<file path="src/rtl/cpu_pkg.sv">
`default_nettype none
// ============================================================================
// Module   : cpu_pkg
// Brief    : Shared types and constants for the 5-stage CPU front end.
// Revision : 1.0 - initial release
// ============================================================================
package cpu_pkg;

    typedef enum logic [1:0] {
        FETCH_IDLE = 2'd0,
        FETCH_WAIT = 2'd1,
        FETCH_BUF  = 2'd2,
        FETCH_DROP = 2'd3
    } fetch_state_t;

    localparam logic [31:0] NOP_INST = 32'h0000_0000;

endpackage : cpu_pkg
`default_nettype wire

</file>
<file path="src/rtl/fetch_unit.sv">
`default_nettype none
// ============================================================================
// Module   : fetch_unit
// Brief    : PC, instruction-memory req/ack port and IF/ID register with
//            hold, flush and bubble insertion for a variable-latency memory.
// Revision : 1.0 - initial release
// ============================================================================
module fetch_unit
    import cpu_pkg::*;
#(
    parameter logic [31:0] RESET_PC = 32'h0000_0000
) (
    input  logic        clk_i,
    input  logic        rst_i,
    input  logic        start_i,
    input  logic        WritePC_i,
    input  logic        WriteIFID_i,
    input  logic        Flush_i,
    input  logic [31:0] Target_i,
    output logic        imem_req_o,
    output logic [31:0] imem_addr_o,
    input  logic        imem_ack_i,
    input  logic [31:0] imem_data_i,
    output logic [31:0] PC_o,
    output logic [31:0] IFID_PC4_o,
    output logic [31:0] IFID_Inst_o,
    output logic        IFID_Valid_o
);

    fetch_state_t r_state;
    fetch_state_t w_next_state;

    logic [31:0] r_pc;
    logic [31:0] r_drop_addr;
    logic [63:0] r_buf;
    logic [31:0] r_ifid_pc4;
    logic [31:0] r_ifid_inst;
    logic        r_ifid_valid;

    logic        w_hold;
    logic        w_flush;
    logic [31:0] w_pc_plus4;

    assign w_hold     = ~WritePC_i | ~WriteIFID_i;
    assign w_flush    = Flush_i & (r_state != FETCH_IDLE);
    assign w_pc_plus4 = r_pc + 32'd4;

    always_ff @(posedge clk_i or posedge rst_i) begin
        if (rst_i) begin
            r_state <= FETCH_IDLE;
        end else begin
            r_state <= w_next_state;
        end
    end

    always_comb begin
        w_next_state = r_state;
        if (w_flush) begin
            // An outstanding request without its ack must be drained first.
            if ((r_state == FETCH_WAIT || r_state == FETCH_DROP) && !imem_ack_i) begin
                w_next_state = FETCH_DROP;
            end else begin
                w_next_state = FETCH_WAIT;
            end
        end else begin
            case (r_state)
                FETCH_IDLE: if (start_i) w_next_state = FETCH_WAIT;
                FETCH_WAIT: if (imem_ack_i && w_hold) w_next_state = FETCH_BUF;
                FETCH_BUF:  if (!w_hold) w_next_state = FETCH_WAIT;
                FETCH_DROP: if (imem_ack_i) w_next_state = FETCH_WAIT;
                default:    w_next_state = FETCH_IDLE;
            endcase
        end
    end

    always_comb begin
        imem_req_o  = (r_state == FETCH_WAIT) || (r_state == FETCH_DROP);
        // DROP keeps presenting the flushed address while PC already holds the target.
        imem_addr_o = (r_state == FETCH_DROP) ? r_drop_addr : r_pc;
    end

    always_ff @(posedge clk_i or posedge rst_i) begin
        if (rst_i) begin
            r_pc         <= RESET_PC;
            r_drop_addr  <= RESET_PC;
            r_buf        <= 64'd0;
            r_ifid_pc4   <= 32'd0;
            r_ifid_inst  <= NOP_INST;
            r_ifid_valid <= 1'b0;
        end else if (w_flush) begin
            r_pc         <= Target_i;
            r_ifid_inst  <= NOP_INST;
            r_ifid_valid <= 1'b0;
            if (r_state == FETCH_WAIT && !imem_ack_i) begin
                r_drop_addr <= r_pc;
            end
        end else begin
            case (r_state)
                FETCH_WAIT: begin
                    if (imem_ack_i && !w_hold) begin
                        r_ifid_pc4   <= w_pc_plus4;
                        r_ifid_inst  <= imem_data_i;
                        r_ifid_valid <= 1'b1;
                        r_pc         <= w_pc_plus4;
                    end else if (imem_ack_i) begin
                        r_buf <= {w_pc_plus4, imem_data_i};
                    end else if (!w_hold) begin
                        r_ifid_inst  <= NOP_INST;
                        r_ifid_valid <= 1'b0;
                    end
                end
                FETCH_BUF: begin
                    if (!w_hold) begin
                        r_ifid_pc4   <= r_buf[63:32];
                        r_ifid_inst  <= r_buf[31:0];
                        r_ifid_valid <= 1'b1;
                        r_pc         <= w_pc_plus4;
                    end
                end
                FETCH_DROP: begin
                    if (!w_hold) begin
                        r_ifid_inst  <= NOP_INST;
                        r_ifid_valid <= 1'b0;
                    end
                end
                default: begin
                end
            endcase
        end
    end

    assign PC_o         = r_pc;
    assign IFID_PC4_o   = r_ifid_pc4;
    assign IFID_Inst_o  = r_ifid_inst;
    assign IFID_Valid_o = r_ifid_valid;

endmodule : fetch_unit
`default_nettype wire
</file>
<file path="config.mk">
export PLATFORM = sky130hd
export DESIGN_NAME = fetch_unit
export DESIGN_NICKNAME = d
export VERILOG_FILES = /design/src/rtl/cpu_pkg.sv /design/src/rtl/fetch_unit.sv
export SDC_FILE = /design/constraint.sdc
export NUM_CORES = 1
export LEC_CHECK = 0
export ABC_AREA = 0
export BUFFER_PORTS_ARGS = -buffer_cell sky130_fd_sc_hd__buf_2
export CAP_MARGIN = 20
export CORE_AREA = 3 3 151 153
export CTS_BUF_LIST = sky130_fd_sc_hd__clkbuf_16
export CTS_CLUSTER_DIAMETER = 120
export DETAILED_ROUTE_END_ITERATION = 8
export DIE_AREA = 0 0 154 156
export PLACE_DENSITY = 0.71
export REMOVE_ABC_BUFFERS = 1
export SYNTH_ARGS = -nofsm -noshare
export SYNTH_HDL_FRONTEND = slang
export SYNTH_SLANG_ARGS = --single-unit
</file>
<file path="constraint.sdc">
create_clock -name clk_i -period 10.8 [get_ports clk_i]
set_clock_uncertainty 0.15 [all_clocks]
set_input_delay 2.16 -clock clk_i [delete_from_list [all_inputs] [get_ports clk_i]]
set_output_delay 2.16 -clock clk_i [all_outputs]
set_load 0.01 [all_outputs]
</file>
==> results_dict.tcl, run 1 <==
set metrics [dict create \
    grt_pass1_wl_um 41600 \
    netlist_instances 931 \
    power_density_nw_per_um2 228 \
    gp_congestion 0.778 \
    hold_buffers 0 \
    synth_cell_types 50 \
    pin_count 201 \
    worstSetupEndpointType "output port" \
    syn2layout_area_growth_pct 18.1 \
    ctsResizeCount 0 \
    max_freq_mhz 214 \
    synthesis.area_sq_um 9610 \
    cts_buffers 17 \
    ys_ff_latch 195 \
    setup_viol 0 \
    via_per_inst 5.69 \
    path_class "flop to output port" \
    root_buffer "clkbuf_16" \
    maxCapViolations 0 \
    tightestPinTransition_ns 1.10 \
    core_sq_um 21700 \
    reg2reg_depth 4 \
    final_core_util 0.523 \
    die_area_sq_um 24000 \
    overflow 0 \
    multi_input_area_sq_um 4410 \
    max-vdd-ir-drop_mv 0.136 \
    hpwlAfterDp_um 16700 \
    layout_min_cycle_time_ns 4.68 \
    grt_max_degree 118 \
    ys.flop_type "dfrtp_1" \
    final_common_cell "buf_2" \
    p_total_uw 2590 \
    drive_above_1_share 0.336 \
    vias 7830 \
    routedWlPerCell_um 19.1 \
    post_cts_buffers 0 \
    rsz0062_at_grt "false" \
    drtIter0Drc 591 \
    yosys_warnings 0 \
    drcViolationCount 0 \
    min_path_type "flop to flop" \
    report.final.slew_viol_count 0 \
    hold-path-cell-count 2 \
    setup_tns_ns 0 \
    cts_tree "yes" \
    layout_common_cells "200 x buf_2, 195 x dfrtp_1, 118 x o21ai_0, 106 x mux2_2, 87 x nand2_1" \
    worstPathRequired_ns 8.49 \
    hold-worst-slack_ns 0.330 \
    outcome "complete, no violations" \
    hold_viol 0 \
    async_reset_ff_frac 1.00 \
    fillers 1956 \
    worst-endpoint-arrival_ns 2.37 \
    post_synth.cell_area_avg_sq_um 10.3 \
    leakage_uw 0.00514 \
    drt_wl_total_um 26300 \
    insertion_delay_ns 0.43 \
    die_x_um 154 \
    firstDrtPassIters 5 \
    grt_pass1_vias 7498 \
    clk_pin_slew_worst_paths_ns 0.07 \
    synth.yosys.seq_area_share 0.508 \
    period_share 0.433 \
    cp-start-kind "flop" \
    seq_area_sq_um 4880 \
    ant_nets 0 \
    clkSinkCount 195 \
    ctsHtreeMaxLevel 4 \
    portBuffers 200 \
    cts.path.max_buffers 2 \
    core.rowCount 54 \
    die_y_um 156 \
    relSlewSlack 0.264 \
    fin_nets 1155 \
    synth_edf_count 0 \
    antenna_found_initial 0 \
    cp_max_fo 27 \
    start_util 0.443 \
    grt_util_all_layers 0.215 \
]
==> final timing paths <==
path	startpoint	endpoint	slack, ns
max	r_state[1]$_DFFE_PP0P_	imem_addr_o[20]	6.12
min	IFID_PC4_o[31]$_DFFE_PP0P_	IFID_PC4_o[31]$_DFFE_PP0P_	0.33
max reg2reg	r_state[0]$_DFFE_PP0P_	r_buf[42]$_DFFE_PP0P_	7.55
min reg2reg	IFID_PC4_o[31]$_DFFE_PP0P_	IFID_PC4_o[31]$_DFFE_PP0P_	0.33
max in group asynchronous	rst_i	r_buf[0]$_DFFE_PP0P_	7.64
min in group asynchronous	rst_i	IFID_Inst_o[17]$_DFFE_PP0P_	1.71
==> layout make-up <==
cell class	instances	share of cell area
clock inverter	15	0.00893
antenna	1	0.000220
inverter	9	0.00364
multi-input combinational	647	0.389
tap	280	0.0309
timing repair buffer	213	0.100
sequential	195	0.430
clock buffer	17	0.0375
==> power by group <==
group	total [uW]	switching, uW	leakage, uW	internal (uW)
sequential	1190	198	0.00237	990
clock	587	276	0.000264	311
combinational	813	422	0.00251	391
==> state kept, by name, indices dropped and copies added (netlist names) <==
signal	flops
IFID_Valid_o	1
r_state	2
IFID_PC4_o	32
IFID_Inst_o	32
PC_o	32
r_drop_addr	32
r_buf	64
==> cells by family (layout without fill, tap and decap cells) <==
group | count (synthesis) | after routing | share of synthesized area
AO/OA/AOI/OAI | 254 | 254 | 0.161
XOR/XNOR | 26 | 26 | 0.0237
adder cells (fa/ha/maj) | 1 | 1 | 0.00130
buffers and inverters | 89 | 254 | 0.0410
flip-flops | 195 | 195 | 0.508
multiplexers | 114 | 114 | 0.133
other | 0 | 1 | 0
AND/OR/NAND/NOR | 252 | 252 | 0.132
==> layer usage <==
metal,up-vias,track usage,part of all wire
li1,3667,-,-
met1,3838,0.299,0.44
met2,308,0.347,0.47
met3,17,0.0510,0.078
met4,0,0.0463,0.0089
met5,-,0,0
==> cell usage after synthesis, types with 8 or more instances <==
cell        n  area, sq um
mux2_2    106         1190
inv_1       9         33.8
buf_2      27          135
nand2_1    88          330
nand3_1    19         95.1
xnor2_1    11         96.3
nor3_1     19         95.1
mux2i_1     8         80.1
xor2_1     15          131
o21ai_0   118          591
nor2_1     59          221
nand4_1    11         68.8
a22oi_1     8         60.1
a21oi_1    56          280
and3_1     20          125
dfrtp_1   195         4880
clkbuf_1   39          146
a221o_1    37          370
buf_1       8         30.0
==> critical path, cell delays in order (launching register included) <==
cell	delay [ns]
dfrtp_1	0.60
nand2_1	0.34
buf_4	0.43
mux2_2	0.39
buf_2	0.16
==> stage by stage <==
stage                     instances  worst slack [ns]  cell area (sq um)
final                          1377              6.12              11300
after floorplan                 851              3.18               9250
after CTS                      1375              6.10              11300
after detailed placement       1343              5.73              10800
after global routing           1376              6.02              11300
after global placement         1342              5.80              10800
Note: power is estimated with default switching activity, not from simulation.
==> run 2, diff against run 1 <==
- clock period: 10.8 -> 4.6 ns (I/O delays scaled with it)
==> results_dict.tcl, run 2 (same netlist as run 1, synthesis figures left out) <==
set metrics [dict create \
    tightestPinTransition_ns 0.988 \
    cp_max_fo 27 \
    grt_pass1_vias 7594 \
    worst_path_largest_cell_delay_ns 0.61 \
    syn2layout_area_growth_pct 18.5 \
    min_path_type "flop to flop" \
    fin_ws_ns 1.17 \
    leakage_uw 0.00516 \
    preCtsSetupSlack_ns 1.42 \
    grt_util_all_layers 0.216 \
    firstDrtPassIters 5 \
    clkSinkCount 195 \
    max-vdd-ir-drop_mv 0.291 \
    root_buffer "clkbuf_16" \
    cts.path.max_buffers 2 \
    ant_nets 0 \
    largest_register_ffs 64 \
    maxCapViolations 0 \
    antenna_cells 0 \
    final_common_cell "buf_2" \
    die_y_um 156 \
    grt_max_degree 134 \
    pin_count 201 \
    max_freq_mhz 291 \
    period_share 0.746 \
    fin_nets 1158 \
    worst-endpoint-arrival_ns 2.36 \
    drt_wl_total_um 26300 \
    crit_path_cell_trace "nand2_1, buf_4, mux2_2, buf_2" \
    top_register "r_buf" \
    via_per_inst 5.64 \
    fillers 1967 \
    setup_viol 0 \
    outcome "complete, no violations" \
    layout_min_cycle_time_ns 3.43 \
    insertion_delay_ns 0.43 \
    hold_viol 0 \
    hold_buffers 0 \
    hold-worst-slack_ns 0.331 \
    worstSetupEndpointType "output port" \
    antenna_found_initial 0 \
    worstPathRequired_ns 3.53 \
    die_area_sq_um 24000 \
    drtIter0Drc 660 \
    routedWlPerCell_um 19.1 \
    start_util 0.443 \
    drcViolationCount 0 \
    overflow 0 \
    gp_congestion 0.759 \
    grt_pass1_wl_um 41800 \
    die_x_um 154 \
    cp-start-kind "flop" \
    report.final.slew_viol_count 0 \
    core.rowCount 54 \
    hpwlAfterDp_um 16900 \
    slowest_stage "dfrtp_1" \
    post_cts_buffers 0 \
    vias 7775 \
    portBuffers 200 \
    clk_pin_slew_worst_paths_ns 0.07 \
    ctsResizeCount 0 \
    drive_above_1_share 0.342 \
    layout_common_cells "200 x buf_2, 195 x dfrtp_1, 118 x o21ai_0, 106 x mux2_2, 87 x nand2_1" \
    cts_tree "yes" \
    relSlewSlack 0.340 \
    rsz0062_at_grt "false" \
    power_density_nw_per_um2 541 \
    final_core_util 0.525 \
    core_sq_um 21700 \
    path_class "flop to output port" \
    ctsHtreeMaxLevel 4 \
    cts_buffers 17 \
]
## run 2: changes by cell type in the layout (fill, tap and decap cells not counted)
| cell | delta |
|---|---|
| inv_1 | -4 |
| buf_4 | +3 |
| buf_12 | +2 |
| buf_16 | -2 |
| clkinv_1 | -2 |
| clkinv_2 | +2 |
| clkinv_4 | +2 |
| bufinv_16 | +1 |
| clkinvlp_4 | -1 |
| diode_2 | -1 |
| inv_6 | +1 |
## run 2: path summary, 6_finish.rpt
path / start / to / slack, ns / cells after the start
setup / recovery: r_state[1]$_DFFE_PP0P_ / imem_addr_o[20] / 1.17 / 4
max in group asynchronous: rst_i / r_buf[4]$_DFFE_PP0P_ / 2.79 / 3
hold reg to reg: IFID_PC4_o[24]$_DFFE_PP0P_ / IFID_PC4_o[24]$_DFFE_PP0P_ / 0.33 / 2
setup reg to reg: r_state[0]$_DFFE_PP0P_ / IFID_PC4_o[20]$_DFFE_PP0P_ / 1.67 / 4
min in group asynchronous: rst_i / r_drop_addr[2]$_DFFE_PP0P_ / 0.47 / 2
hold / removal: IFID_PC4_o[24]$_DFFE_PP0P_ / IFID_PC4_o[24]$_DFFE_PP0P_ / 0.33 / 2
## run 2: critical path, delay by kind of cell, from the launching register on
kind / cells / cell delay [ns]
buffers and inverters: 2 / 0.59
muxes: 1 / 0.39
DFF: 1 / 0.61
and+or+nand+nor: 1 / 0.34
## run 2: power breakdown
group	switching, uW	internal [uW]	leakage, uW
Sequential	474	2320	0.00237
Combinational	984	917	0.00252
Clock	670	796	0.000274
## run 2: per-stage QoR
step	std cells	power [uW]	setup TNS (ns)	instance area [sq um]
2_1_floorplan	851	3940	-399.96	9250
3_3_place_gp	1346	4660	0	10800
3_5_place_dp	1346	4730	0	10800
4_1_cts	1377	6200	0	11400
5_1_grt	1378	6540	0	11400
6_report	1378	6160	0	11400
## run 2: area by class of cell
type	count	area (sq um)	area share
Clock buffer	17	425	0.0373
Clock inverter	14	138	0.0121
Inverter	9	41.3	0.00362
Multi-Input combinational cell	647	4410	0.387
Sequential cell	195	4880	0.428
Tap cell	280	350	0.0308
Timing Repair Buffer	216	1150	0.101
## run 2: routing by layer
layer	vias up	part of all wire	GRT usage
met5	-	0	0
met4	0	0.0097	0.0576
met3	19	0.068	0.0430
met2	295	0.48	0.353
met1	3791	0.44	0.296
li1	3670	-	-
